===== src/rtl/axi_traffic_gen.sv =====
// AXI4 write-then-read-back traffic generator: NUM INCR bursts of patterned data, then reads them
// back, counting response, RLAST and (with TGEN_CHECK_EN defined) read-data errors.
module axi_traffic_gen #(
    parameter int unsigned WIDTH_AD  = 32,
    parameter int unsigned WIDTH_DA  = 32,
    parameter int unsigned BURST_LEN = 16
) (
    input  logic                  ACLK,
    input  logic                  ARESETn,
    input  logic                  START,
    input  logic [WIDTH_AD-1:0]   ADDR,
    input  logic [15:0]           NUM,
    input  logic [31:0]           SEED,
    output logic                  BUSY,
    output logic                  DONE,
    output logic [15:0]           ERR_CNT,
    output logic [WIDTH_AD-1:0]   AWADDR,
    output logic [7:0]            AWLEN,
    output logic [2:0]            AWSIZE,
    output logic [1:0]            AWBURST,
    output logic                  AWVALID,
    input  logic                  AWREADY,
    output logic [WIDTH_DA-1:0]   WDATA,
    output logic [WIDTH_DA/8-1:0] WSTRB,
    output logic                  WLAST,
    output logic                  WVALID,
    input  logic                  WREADY,
    input  logic [1:0]            BRESP,
    input  logic                  BVALID,
    output logic                  BREADY,
    output logic [WIDTH_AD-1:0]   ARADDR,
    output logic [7:0]            ARLEN,
    output logic [2:0]            ARSIZE,
    output logic [1:0]            ARBURST,
    output logic                  ARVALID,
    input  logic                  ARREADY,
    input  logic [WIDTH_DA-1:0]   RDATA,
    input  logic [1:0]            RRESP,
    input  logic                  RLAST,
    input  logic                  RVALID,
    output logic                  RREADY
);

    localparam int unsigned BEAT_BYTES  = WIDTH_DA / 8;
    localparam int unsigned BURST_BYTES = BURST_LEN * BEAT_BYTES;
    localparam int unsigned REPL        = WIDTH_DA / 32;
    localparam logic [7:0]  LEN_M1      = 8'(BURST_LEN - 1);
    localparam logic [2:0]  SIZE        = 3'($clog2(BEAT_BYTES));
    localparam logic [WIDTH_AD-1:0] BURST_INC = WIDTH_AD'(BURST_BYTES);

    typedef enum logic [2:0] {
        StIdle,
        StWrAddr,
        StWrData,
        StWrResp,
        StRdAddr,
        StRdData,
        StFin
    } state_e;

    function automatic logic [WIDTH_AD-1:0] beat_addr(input logic [WIDTH_AD-1:0] base,
                                                      input logic [7:0] beat);
        return base + WIDTH_AD'(32'(beat) * BEAT_BYTES);
    endfunction

    // Low 32 bits of the beat byte address XOR seed, replicated across the bus.
    function automatic logic [WIDTH_DA-1:0] pattern(input logic [WIDTH_AD-1:0] a,
                                                    input logic [31:0] s);
        logic [31:0] a32;
        a32 = 32'(a);
        return {REPL{a32 ^ s}};
    endfunction

    state_e                state_q, state_d;
    logic [WIDTH_AD-1:0]   base_q, base_d;
    logic [WIDTH_AD-1:0]   cur_q, cur_d;
    logic [15:0]           num_q, num_d;
    logic [31:0]           seed_q, seed_d;
    logic [15:0]           bcnt_q, bcnt_d;
    logic [7:0]            beat_q, beat_d;
    logic                  busy_q, busy_d;
    logic                  done_q, done_d;
    logic [15:0]           err_q, err_d;
    logic [WIDTH_AD-1:0]   awaddr_q, awaddr_d;
    logic [WIDTH_AD-1:0]   araddr_q, araddr_d;
    logic [WIDTH_DA-1:0]   wdata_q, wdata_d;
    logic                  wlast_q, wlast_d;
    logic [7:0]            axlen_q, axlen_d;
    logic [2:0]            axsize_q, axsize_d;
    logic [1:0]            axburst_q, axburst_d;
    logic                  err_hit;
    logic                  rd_mismatch;

`ifdef TGEN_CHECK_EN
    logic [WIDTH_DA-1:0] rd_expect;
    assign rd_expect   = pattern(beat_addr(cur_q, beat_q), seed_q);
    assign rd_mismatch = (RDATA != rd_expect);
`else
    logic unused_rdata;
    assign unused_rdata = ^RDATA;
    assign rd_mismatch  = 1'b0;
`endif

    always_comb begin
        state_d   = state_q;
        base_d    = base_q;
        cur_d     = cur_q;
        num_d     = num_q;
        seed_d    = seed_q;
        bcnt_d    = bcnt_q;
        beat_d    = beat_q;
        busy_d    = busy_q;
        done_d    = done_q;
        err_d     = err_q;
        awaddr_d  = awaddr_q;
        araddr_d  = araddr_q;
        wdata_d   = wdata_q;
        wlast_d   = wlast_q;
        axlen_d   = axlen_q;
        axsize_d  = axsize_q;
        axburst_d = axburst_q;
        err_hit   = 1'b0;

        unique case (state_q)
            StIdle: begin
                if (START) begin
                    base_d    = ADDR;
                    cur_d     = ADDR;
                    num_d     = NUM;
                    seed_d    = SEED;
                    bcnt_d    = 16'd0;
                    done_d    = 1'b0;
                    err_d     = 16'd0;
                    busy_d    = 1'b1;
                    awaddr_d  = ADDR;
                    axlen_d   = LEN_M1;
                    axsize_d  = SIZE;
                    axburst_d = 2'b01;
                    state_d   = (NUM == 16'd0) ? StFin : StWrAddr;
                end
            end
            StWrAddr: begin
                if (AWREADY) begin
                    beat_d  = 8'd0;
                    wdata_d = pattern(cur_q, seed_q);
                    wlast_d = (LEN_M1 == 8'd0);
                    state_d = StWrData;
                end
            end
            StWrData: begin
                if (WREADY) begin
                    if (beat_q == LEN_M1) begin
                        state_d = StWrResp;
                    end else begin
                        beat_d  = beat_q + 8'd1;
                        wdata_d = pattern(beat_addr(cur_q, beat_q + 8'd1), seed_q);
                        wlast_d = ((beat_q + 8'd1) == LEN_M1);
                    end
                end
            end
            StWrResp: begin
                if (BVALID) begin
                    err_hit = (BRESP != 2'b00);
                    bcnt_d  = bcnt_q + 16'd1;
                    if ((bcnt_q + 16'd1) == num_q) begin
                        // Writes complete: rewind to the run base for the read-back pass.
                        bcnt_d   = 16'd0;
                        cur_d    = base_q;
                        araddr_d = base_q;
                        state_d  = StRdAddr;
                    end else begin
                        cur_d    = cur_q + BURST_INC;
                        awaddr_d = cur_q + BURST_INC;
                        state_d  = StWrAddr;
                    end
                end
            end
            StRdAddr: begin
                if (ARREADY) begin
                    beat_d  = 8'd0;
                    state_d = StRdData;
                end
            end
            StRdData: begin
                if (RVALID) begin
                    err_hit = (RRESP != 2'b00) || (RLAST != (beat_q == LEN_M1)) || rd_mismatch;
                    if (beat_q == LEN_M1) begin
                        bcnt_d = bcnt_q + 16'd1;
                        if ((bcnt_q + 16'd1) == num_q) begin
                            state_d = StFin;
                        end else begin
                            cur_d    = cur_q + BURST_INC;
                            araddr_d = cur_q + BURST_INC;
                            state_d  = StRdAddr;
                        end
                    end else begin
                        beat_d = beat_q + 8'd1;
                    end
                end
            end
            StFin: begin
                busy_d  = 1'b0;
                done_d  = 1'b1;
                state_d = StIdle;
            end
            default: state_d = StIdle;
        endcase

        if (err_hit && (err_q != 16'hFFFF)) begin
            err_d = err_q + 16'd1;
        end
    end

    always_ff @(posedge ACLK or negedge ARESETn) begin
        if (!ARESETn) begin
            state_q   <= StIdle;
            base_q    <= '0;
            cur_q     <= '0;
            num_q     <= '0;
            seed_q    <= '0;
            bcnt_q    <= '0;
            beat_q    <= '0;
            busy_q    <= 1'b0;
            done_q    <= 1'b0;
            err_q     <= '0;
            awaddr_q  <= '0;
            araddr_q  <= '0;
            wdata_q   <= '0;
            wlast_q   <= 1'b0;
            axlen_q   <= '0;
            axsize_q  <= '0;
            axburst_q <= '0;
        end else begin
            state_q   <= state_d;
            base_q    <= base_d;
            cur_q     <= cur_d;
            num_q     <= num_d;
            seed_q    <= seed_d;
            bcnt_q    <= bcnt_d;
            beat_q    <= beat_d;
            busy_q    <= busy_d;
            done_q    <= done_d;
            err_q     <= err_d;
            awaddr_q  <= awaddr_d;
            araddr_q  <= araddr_d;
            wdata_q   <= wdata_d;
            wlast_q   <= wlast_d;
            axlen_q   <= axlen_d;
            axsize_q  <= axsize_d;
            axburst_q <= axburst_d;
        end
    end

    assign BUSY    = busy_q;
    assign DONE    = done_q;
    assign ERR_CNT = err_q;

    assign AWADDR  = awaddr_q;
    assign AWLEN   = axlen_q;
    assign AWSIZE  = axsize_q;
    assign AWBURST = axburst_q;
    assign AWVALID = (state_q == StWrAddr);

    assign WDATA   = wdata_q;
    assign WSTRB   = '1;
    assign WLAST   = wlast_q;
    assign WVALID  = (state_q == StWrData);

    assign BREADY  = (state_q == StWrResp);

    assign ARADDR  = araddr_q;
    assign ARLEN   = axlen_q;
    assign ARSIZE  = axsize_q;
    assign ARBURST = axburst_q;
    assign ARVALID = (state_q == StRdAddr);

    assign RREADY  = (state_q == StRdData);

endmodule


===== config.mk =====
export PLATFORM = sky130hd
export DESIGN_NAME = axi_traffic_gen
export DESIGN_NICKNAME = d
export VERILOG_FILES = /design/src/rtl/axi_traffic_gen.sv
export SDC_FILE = /design/constraint.sdc
export NUM_CORES = 1
export LEC_CHECK = 0
export ABC_AREA = 1
export BUFFER_PORTS_ARGS = -buffer_cell sky130_fd_sc_hd__buf_4
export CAP_MARGIN = 30
export CORE_AREA = 10 10 188 190
export CTS_CLUSTER_SIZE = 16
export DETAILED_ROUTE_END_ITERATION = 8
export DIE_AREA = 0 0 198 200
export PLACE_DENSITY_LB_ADDON = 0.05
export SLEW_MARGIN = 0
export SYNTH_ARGS = -nofsm -noshare
export SYNTH_HDL_FRONTEND = slang
export SYNTH_SLANG_ARGS = --single-unit

===== constraint.sdc =====
create_clock -name ACLK -period 5.1 [get_ports ACLK]
set_input_delay 0.51 -clock ACLK [delete_from_list [all_inputs] [get_ports ACLK]]
set_output_delay 0.51 -clock ACLK [all_outputs]
set_load 0.02 [all_outputs]

==> impl_metrics.tcl, run 1 <==
set metrics [dict create \
    status "complete, no violations" \
    cpMostUsedCell "nand2_1" \
    cp_cell_sequence "ha_1 > nand3_1 > nor2_1 > nand3_1 > nand2_1 > nand3_1 > nand2_1 > nor2_1 > nand2_1 > nor2_1 > nand2_1 > nor2_4 > buf_4 > inv_2 > nand3_4 > nand2_1 > o21ai_0" \
    cts.path.max_buffers 3 \
    via_per_inst 5.12 \
    yosys.cell_types.count 45 \
    min_period_ns 3.45 \
    critPathLaunchType "register" \
    cp-end-kind "register" \
    clk_pin_slew_worst_paths_ns 0.06 \
    post_cts_buffers 0 \
    worstPathArrival_ns 3.87 \
    ant_nets 0 \
    dr.first_iter.drc_count 911 \
    synthCells 1880 \
    power.total_mw 10.6 \
    wire_per_inst_um 17.6 \
    core_area_mm2 0.0314 \
    setup_viol 0 \
    die_h_um 200 \
    ys_warn_count 0 \
    ys_async_sr_fraction_pct 100 \
    drv_slew 0 \
    hpwlAfterDp_um 31800 \
    min_period_over_period_pct 67.7 \
    finalClockSkew_ns 0.0103 \
    htree_num_levels 1 \
    final_nets 2203 \
    grt_start_max_net_pins 131 \
    hold_class "in2reg" \
    maxSlewHeadroom_pct 36.1 \
    worstMarginPinSlew_ns 0.958 \
    areaGrowthSynthToFinish_pct 21.0 \
    syn_avg_cell_area_um2 7.47 \
    peakVddDrop_uv 388 \
    cp_max_fo 64 \
    drc 0 \
    clock-sinks 255 \
    slowest_delay_ns 0.57 \
    drive_gt1_share_pct 15.7 \
    port_buffers 224 \
    ys_seq_area_share_pct 45.4 \
    grt_pass1_vias 12411 \
    cp.required_ns 5.52 \
    netlist_area_mm2 0.0140 \
    fmaxAchievable_mhz 290 \
    critical_path_class "reg2reg" \
    start_util_pct 44.7 \
    rsz0062_at_grt "no" \
    pwr_density_cell_mw_per_mm2 625 \
    grt_pass1_wl_um 69100 \
    clock_latency_ns 0.56 \
    finalHoldViolCount 0 \
    maxCapViolations 0 \
    crit_path_top_delay_cell "nand3_4" \
    antenna_found_initial 2 \
    die_w_um 198 \
    synthFlopType "dfrtp_1" \
    die_area_mm2 0.0396 \
    clockRootBuffer "clkbuf_16" \
    yosys_register_bits 255 \
    row_count 65 \
    p_leak_nw 8.55 \
    cts_buffers 30 \
    vias 12746 \
    wl_um 43800 \
    gp_congestion 0.882 \
    cts_tree "built" \
    grt_use_total_pct 21.8 \
    grt_overflow 0 \
    synth_edf_count 0 \
    setup_tns_ns 0 \
    first_pass_iters 5 \
    ios 275 \
]
[cell families (layout without fill, tap and decap cells)]
family | Yosys count | after routing | share of synthesized area [%]
AO/OA/AOI/OAI | 268 | 268 | 10.0
XOR/XNOR | 78 | 78 | 4.86
adder cells (fa/ha/maj) | 14 | 14 | 1.30
buffers and inverters | 268 | 459 | 8.31
flip-flops | 255 | 255 | 45.4
multiplexers | 15 | 15 | 1.07
other | 2 | 20 | 0.0535
AND/OR/NAND/NOR | 980 | 980 | 28.9
[stage by stage]
| step | area [um^2] | setup slack [ns] | hold WS [ns] | instances | util, % |
|---|---|---|---|---|---|
| final | 17000 | 1.65 | 0.147 | 2491 | 54.1 |
| after detailed placement | 15900 | 1.68 | 0.468 | 2433 | 50.6 |
| after global routing | 17000 | 1.20 | 0.138 | 2490 | 54.1 |
| after global placement | 15900 | 1.73 | 0.468 | 2433 | 50.6 |
| after floorplan | 14100 | 2.30 | 0.214 | 1896 | - |
| after CTS | 17000 | 1.68 | 0.125 | 2489 | 54.1 |
[registers in the layout, indices dropped and copies added (netlist names)]
name and flops:
ERR_CNT 16, AWADDR 32, seed_q 32, beat_q 8
base_q 32, state_q 3, cur_q 32, BUSY 1
ARBURST 1, ARADDR 32, num_q 16, bcnt_q 16
WDATA 32, WLAST 1, DONE 1
[what timing repair did]
item / CTS / global route
resized for setup: 0 / 0
hold endpoints to repair: 73 / 0
hold buffers: 1 / 0
[layout by cell type (no fill, tap or decap), types with 7 or more instances in the layout]
master / count
nand2_1: 695
dfrtp_1: 255
buf_4: 235
o21ai_0: 187
inv_1: 158
nand3_1: 122
nor2_1: 84
xor2_1: 52
o21ai_1: 35
clkbuf_16: 31
xnor2_1: 26
nand4_1: 24
o22ai_1: 22
conb_1: 18
mux2i_1: 15
nor3_1: 13
ha_1: 13
a21oi_1: 10
or2_2: 10
clkinv_2: 8
nor2_4: 7
[power breakdown]
part | leakage, nW | internal [mW] | total [mW] | switching, mW
clock | 0.533 | 1.46 | 2.36 | 0.900
sequential | 3.23 | 2.86 | 3.60 | 0.733
combinational | 4.79 | 1.66 | 4.65 | 2.99
total | 8.55 | 5.99 | 10.6 | 4.63
[routing by layer]
layer / routed length, um / GRT usage (%) / up-vias / part of all wire [%]
met5: 0 / 0 / - / 0
met3: 2780 / 3.83 / 57 / 6.4
met1: 20900 / 31.1 / 5992 / 48
met2: 19100 / 33.6 / 358 / 44
li1: - / - / 6339 / -
met4: 920 / 5.50 / 0 / 2.1
[worst max-delay path: cells and delay by family, from the launching register on]
kind / cells / cell delay, ns
DFF: 1 / 0.45
adders and majority gates: 1 / 0.23
buffers and inverters: 2 / 0.42
AOI/OAI and AO/OA: 1 / 0.11
and+or+nand+nor: 13 / 2.08
[synth_stat cells, types with 15 or more instances]
cell | n | area (um^2)
buf_4 | 35 | 263
clkbuf_1 | 52 | 195
dfrtp_1 | 255 | 6380
inv_1 | 158 | 593
mux2i_1 | 15 | 150
nand2_1 | 695 | 2610
nand3_1 | 122 | 611
nand4_1 | 24 | 150
nor2_1 | 87 | 327
o21ai_0 | 187 | 936
o21ai_1 | 35 | 175
o22ai_1 | 22 | 138
xnor2_1 | 26 | 228
xor2_1 | 52 | 455
[cell type report]
type                       count  area [um^2]
clock buffer                  36          835
clock inverter                19          259
antenna                        2         5.00
sequential                   255         6380
multi-input combinational   1373         6570
timing repair buffer         238         1810
inverter                     166          623
fill                        3088        14400
tap                          402          503
[final timing paths]
kind | start | to | slack (ns) | depth (start not counted)
min reg2reg | WDATA[19] | WDATA[19] | 0.48 | 2
min in group asynchronous | ARESETn | bcnt_q[13] | 0.49 | 2
max | bcnt_q[0] | AWADDR[31] | 1.65 | 17
max in group asynchronous | ARESETn | WDATA[15] | 3.42 | 3
min | SEED[3] | seed_q[3] | 0.15 | 3
max reg2reg | bcnt_q[0] | AWADDR[31] | 1.65 | 17
(Power assumes the default switching activity.)
==> run 2: changes to the inputs <==
- ABC_AREA: 1 -> 0
- CORE_AREA: 10 10 188 190 -> 10 10 187 189
- DIE_AREA: 0 0 198 200 -> 0 0 197 199
- clock period: 5.1 -> 3.2 ns (I/O delays scaled with it)
==> run 2 against run 1 <==
  * Highest routed layer is now met5
  * Cell area increased by 6.0%
  * Largest cell class unchanged
  * Non-clock buffer count increased by 134
  * Maximum frequency increased by 14%
  * Cell count decreased by 6.7%
  * Via count decreased by 4.3%
==> impl_metrics.tcl, run 2 <==
set metrics [dict create \
    status "complete, no violations" \
    place_inst 2188 \
    die_area_mm2 0.0392 \
    final_cells 2324 \
    yosys.cell_types.count 68 \
    row_count 65 \
    peakVddDrop_uv 463 \
    yosys-mux-area-fraction_pct 3.69 \
    hold_class "in2reg" \
    netlist_top_cells_count "nand2_1, dfrtp_1, o21ai_0, nor2_1, a21oi_1" \
    cp_max_fo 27 \
    vias 12198 \
    grt_pass1_vias 12139 \
    drc 0 \
    power_switching_mw 6.96 \
    first_pass_iters 5 \
    synth_compound_area_share_pct 15.0 \
    clockPowerShare_pct 21.2 \
    final_util_pct 57.6 \
    setup_viol 0 \
    rsz0062_at_grt "yes" \
    fin_area_mm2 0.0180 \
    min_period_over_period_pct 94.7 \
    clock_latency_ns 0.56 \
    ios 275 \
    switching_share_pct 41.3 \
    drive_gt1_share_pct 21.0 \
    synth.most_common_cell "nand2_1" \
    synth_edf_count 0 \
    synthCells 1610 \
    n_fill_cell 2809 \
    power_frac_comb_pct 45.8 \
    reg2reg_setup_slack_ns 0.17 \
    ys_seq_area_share_pct 46.1 \
    grt_overflow 0 \
    layout_common_cells "nand2_1, buf_4, dfrtp_1, o21ai_0, nor2_1" \
    core_area_mm2 0.0312 \
    fmaxAchievable_mhz 330 \
    met2_length_um 18800 \
    p_int_mw 9.88 \
    hold_path_depth 3 \
    dr.first_iter.drc_count 815 \
    cts.path.max_buffers 3 \
    synth_top_cell_area_share_pct 46.1 \
    hpwlAfterDp_um 31000 \
    r2r_cells 9 \
    synthAdderAreaFrac_pct 1.32 \
    drv_slew 0 \
    die_w_um 197 \
    htree_num_levels 1 \
    worstMarginPinSlew_ns 0.774 \
    finalClockSkew_ns 0.00980 \
    cp-end-kind "register" \
    seqPwrFrac_pct 33.0 \
    min_period_ns 3.03 \
    worstPathArrival_ns 3.47 \
    antennaDiodeCount 0 \
    port_buffers 224 \
    drt-met1-wl_um 21000 \
    synth_area_leaders "dfrtp_1, nand2_1, o21ai_0" \
    ant_nets 0 \
    finalHoldViolCount 0 \
    synth_top_family_by_area "simple AND/OR/NAND/NOR gates" \
    worstHoldStart "SEED[29]" \
    yosys_register_bits 255 \
    maxCapViolations 0 \
    p_leak_nw 8.59 \
    crit_path_top_delay_cell "or4_1" \
    met3_length_um 2920 \
    grt_pass1_wl_um 69200 \
    cp.required_ns 3.64 \
    via_per_inst 5.25 \
    gp_congestion 0.884 \
    critPathLaunchType "register" \
    placed_cell_area_mm2 0.0161 \
    wire_per_inst_um 18.8 \
    cts_buffers 30 \
    synth-xor-area-share_pct 7.14 \
    critPathBufInv 1 \
    ys_warn_count 0 \
    cp_top_family "simple AND/OR/NAND/NOR gates" \
    antenna_found_initial 1 \
    r2r_end "AWADDR[31]" \
    synth-simple-area-share_pct 20.9 \
    wl_um 43700 \
    critical_path_class "reg2reg" \
    cts_tree "built" \
    areaGrowthSynthToFinish_pct 29.9 \
    holdWs_ns 0.0298 \
    reg2reg_from "bcnt_q[0]" \
    grt_start_max_net_pins 90 \
    synthFlopType "dfrtp_1" \
    grt_use_total_pct 21.9 \
    die_h_um 199 \
    top_layer "met5" \
    synth_largest_area_cell "dfrtp_1" \
    final_nets 2038 \
    netlist_area_mm2 0.0139 \
    start_util_pct 44.4 \
    syn_avg_cell_area_um2 8.60 \
    cp_cell_sequence "nand3_2 > or4_1 > and3_1 > o221ai_1 > nor4_4 > buf_4 > o21ai_4 > and2_4 > mux2_2" \
    slowest_delay_ns 0.59 \
    pwr_density_cell_mw_per_mm2 935 \
    clockRootBuffer "clkbuf_16" \
    final_common_cell "nand2_1" \
    ys_async_sr_fraction_pct 100 \
    hold_end "seed_q[29]" \
    maxSlewHeadroom_pct 48.4 \
    clock-sinks 255 \
    clk_pin_slew_worst_paths_ns 0.06 \
]
## run 2: cell count changes in the layout (fill, tap and decap cells not counted), moves of 23 or more
| cell | previous run | this run |
|---|---|---|
| xnor2_1 | 26 | 66 |
| nand2_1 | 695 | 429 |
| a21oi_1 | 10 | 80 |
| nand3_1 | 122 | 25 |
| o31ai_1 | 2 | 38 |
| dlygate4sd3_1 | 1 | 80 |
| mux2_4 | 0 | 23 |
| buf_4 | 235 | 281 |
| inv_1 | 158 | 31 |
| o21ai_1 | 35 | 1 |
| o21ai_0 | 187 | 137 |
## run 2: final cells by class
type	count	area, um^2	share of cell area [%]
inverters	32	120	0.667
flip-flops and latches	255	6380	35.5
multi-input cells	1208	6870	38.1
clock inverters	11	158	0.876
clock buffers	44	855	4.75
well taps	402	503	2.79
repair buffers	372	3120	17.3
## run 2: through the flow
| stage | setup slack, ns | total power [mW] | setup TNS (ns) |
|---|---|---|---|
| 4_1_cts | 0.0127 | 16.8 | 0 |
| 3_3_place_gp | 0.111 | 13.0 | 0 |
| 3_5_place_dp | 0.0365 | 13.2 | 0 |
| 6_report | 0.168 | 16.8 | 0 |
| 5_1_grt | -0.00295 | 18.0 | -0.00663 |
| 2_1_floorplan | 0.0581 | 10.5 | 0 |
## run 2: logic make-up after synthesis
kind of cell / count (synthesis)
and+or+nand+nor: 680
AOI/OAI and AO/OA: 344
DFF: 255
buffers and inverters: 163
xor gates and xnor gates: 113
muxes: 39
adders and majority gates: 14
other: 2
## run 2: what timing repair did
action,CTS,global route
hold buffers,80,0
setup endpoints to repair,0,110
buffers inserted,0,1
endpoints found under the hold margin,163,0
resized for setup,0,20
## run 2: power by group through the flow
| stage | combinational [mW] | clock (mW) | sequential (mW) |
|---|---|---|---|
| 6_report | 7.72 | 3.56 | 5.56 |
| 5_1_grt | 8.57 | 3.75 | 5.72 |
| 4_1_cts | 7.68 | 3.61 | 5.53 |
| 3_5_place_dp | 7.57 | 0 | 5.58 |
| 3_3_place_gp | 7.44 | 0 | 5.55 |
| 2_1_floorplan | 4.80 | 0 | 5.70 |
## run 2: worst max-delay path by stage
stage / startpoint / end / slack, ns / cells after the start
6_report: bcnt_q[0] / AWADDR[31] / 0.17 / 9
5_1_grt: beat_q[0] / WDATA[18] / -0.003 / 12
4_1_cts: bcnt_q[0] / cur_q[7] / 0.01 / 10
3_5_place_dp: bcnt_q[1] / cur_q[7] / 0.04 / 10
3_3_place_gp: bcnt_q[0] / ARADDR[31] / 0.11 / 9
2_1_floorplan: bcnt_q[0] / ARADDR[3] / 0.06 / 11
## run 2: worst min-delay path, stage by stage
cell and delay [ns]:
buf_4 0.11, nand2_1 0.07, nand2_1 0.05
## run 2: per-layer routing
layer,global-route usage (%),vias to the layer above
met1,31.8,5772
li1,-,5978
met4,5.47,2
met3,4.41,63
met2,32.7,383
met5,0,-
==> run 3: changes to the inputs <==
- CORE_AREA: 10 10 187 189 -> 10 10 260 138
- DIE_AREA: 0 0 197 199 -> 0 0 270 148
==> run 3 against run 2 <==
  * Clock power down 11%
  * Utilization rose by 0.075 points
  * Sequential share of layout area shrank 0.064 points
  * Combinational power up 9.6%
  * Via count increased by 2.9%
  * Clock-buffer cell count down 10
==> impl_metrics.tcl, run 3 (synthesis gave the netlist of run 2 again) <==
set metrics [dict create \
    status "complete, no violations" \
    reg2reg_from "bcnt_q[1]" \
    cp_cell_sequence "nand3_2 > buf_4 > nor4_2 > buf_4 > xnor2_1 > o2111ai_2 > nor4_4 > buf_4 > buf_4 > nand2_8 > a221oi_1 > o31ai_1" \
    final_nets 2042 \
    placed_cell_area_mm2 0.0163 \
    r2r_cells 12 \
    finalHoldViolCount 0 \
    cp.required_ns 3.62 \
    cp_top_family "simple AND/OR/NAND/NOR gates" \
    pwr_density_cell_mw_per_mm2 955 \
    drt-met1-wl_um 24500 \
    final_cells 2353 \
    multi_input_area_mm2 0.00693 \
    setup_viol 0 \
    critical_path_class "reg2reg" \
    worstPathArrival_ns 3.51 \
    top_layer "met5" \
    p_leak_nw 8.59 \
    fin_area_mm2 0.0180 \
    core_area_mm2 0.0313 \
    grt_start_max_net_pins 90 \
    grt_pass1_wl_um 75500 \
    critPathBufInv 4 \
    via_per_inst 5.34 \
    min_period_over_period_pct 96.7 \
    dr.first_iter.drc_count 1390 \
    die_w_um 270 \
    die_h_um 148 \
    final_common_cell "nand2_1" \
    wire_per_inst_um 21.1 \
    grt_overflow 0 \
    n_fill_cell 2885 \
    ant_nets 0 \
    worstHoldStart "ADDR[4]" \
    clockRootBuffer "clkbuf_16" \
    die_area_mm2 0.0400 \
    ff_latch_area_mm2 0.00638 \
    hpwlAfterDp_um 35200 \
    critPathLaunchType "register" \
    rsz0062_at_grt "yes" \
    vias 12555 \
    clk_pin_slew_worst_paths_ns 0.07 \
    met3_length_um 5330 \
    reg2reg_setup_slack_ns 0.11 \
    gp_congestion 0.961 \
    peakVddDrop_uv 505 \
    hold_class "in2reg" \
    grt_pass1_vias 12292 \
    cp_max_fo 13 \
    port_buffers 224 \
    start_util_pct 44.3 \
    finalClockSkew_ns 0.0160 \
    r2r_end "cur_q[15]" \
    htree_num_levels 1 \
    maxSlewHeadroom_pct 48.4 \
    antenna_found_initial 2 \
    drive_gt1_share_pct 22.1 \
    slowest_delay_ns 0.39 \
    row_count 46 \
    cts.path.max_buffers 3 \
    min_period_ns 3.09 \
    drv_slew 0 \
    crit_path_top_delay_cell "dfrtp_1" \
    layout_common_cells "nand2_1, buf_4, dfrtp_1, o21ai_0, nor2_1" \
    worstMarginPinSlew_ns 0.767 \
    fmaxAchievable_mhz 323 \
    maxCapViolations 0 \
    drc 0 \
    hold_path_depth 3 \
    wl_um 49700 \
    clock-sinks 255 \
    clock_latency_ns 0.54 \
    cp-end-kind "register" \
    areaGrowthSynthToFinish_pct 30.2 \
    ios 275 \
    met2_length_um 19400 \
    cts_tree "built" \
    first_pass_iters 6 \
    final_util_pct 57.7 \
    grt_use_total_pct 23.8 \
    hold_end "base_q[4]" \
    power.total_mw 17.2 \
    place_inst 2235 \
    cts_buffers 25 \
    cpMostUsedCell "buf_4" \
]
run 3: cell types whose count changed in the layout (fill, tap and decap cells not counted), moves of 2 or more:
| cell | change |
|---|---|
| clkbuf_16 | -5 |
| clkinv_2 | -3 |
| clkinvlp_4 | +2 |
| buf_4 | +16 |
| clkbuf_1 | -5 |
| dlygate4sd3_1 | -11 |
| nor4_1 | -3 |
| nor4_2 | +3 |
run 3: area by class of cell:
class	count	share of cell area [%]
clock inverter	10	0.874
sequential	255	35.4
multi-input combinational	1209	38.4
timing repair buffer	380	17.7
antenna	1	0.0139
clock buffer	34	3.88
tap	432	3.00
inverter	32	0.666
run 3: power breakdown:
group | internal, mW | switching, mW | leakage, nW
clock network | 1.85 | 1.33 | 0.411
registers | 4.42 | 1.16 | 3.24
logic | 3.45 | 5.01 | 4.93
total | 9.73 | 7.50 | 8.59
run 3: timing repair:
action,CTS,global route
resized for setup,2,31
hold endpoints to repair,150,1
pin swaps,1,4
endpoints found under the setup margin,14,117
buffers inserted,0,2
hold buffers,68,1
cloned,0,2
run 3: how the worst max path moves through the flow:
| stage | depth (start not counted) | from | end | slack, ns |
|---|---|---|---|---|
| after floorplan | 11 | bcnt_q[0] | ARADDR[3] | 0.06 |
| after global routing | 10 | bcnt_q[6] | cur_q[19] | -0.05 |
| after CTS | 12 | bcnt_q[1] | cur_q[26] | 0.01 |
| after detailed placement | 12 | bcnt_q[0] | cur_q[15] | -0.08 |
| after global placement | 12 | bcnt_q[0] | cur_q[24] | -0.07 |
| final | 12 | bcnt_q[1] | cur_q[15] | 0.11 |
run 3: stage by stage:
step	setup slack [ns]	hold WS [ns]	TNS [ns]
after CTS	0.0126	0.000895	0
final	0.106	0.0176	0
after detailed placement	-0.0768	0.404	-0.643
after global placement	-0.0654	0.410	-0.720
after global routing	-0.0521	0.0185	-0.646
after floorplan	0.0581	0.0244	0
run 3: worst register-to-register path: cells and delay by family (launching register included):
kind                      cells  cell delay [ns]
DFF                           1             0.39
buffers and inverters         4             0.84
AOI/OAI and AO/OA             3             0.67
xor gates and xnor gates      1             0.22
and+or+nand+nor               4             0.88
run 3: per-layer routing:
metal / up-vias / global-route usage (%)
met3: 40 / 8.33
met1: 6030 / 37.0
met4: 4 / 2.85
met5: - / 1.75
met2: 501 / 30.9
li1: 5980 / -
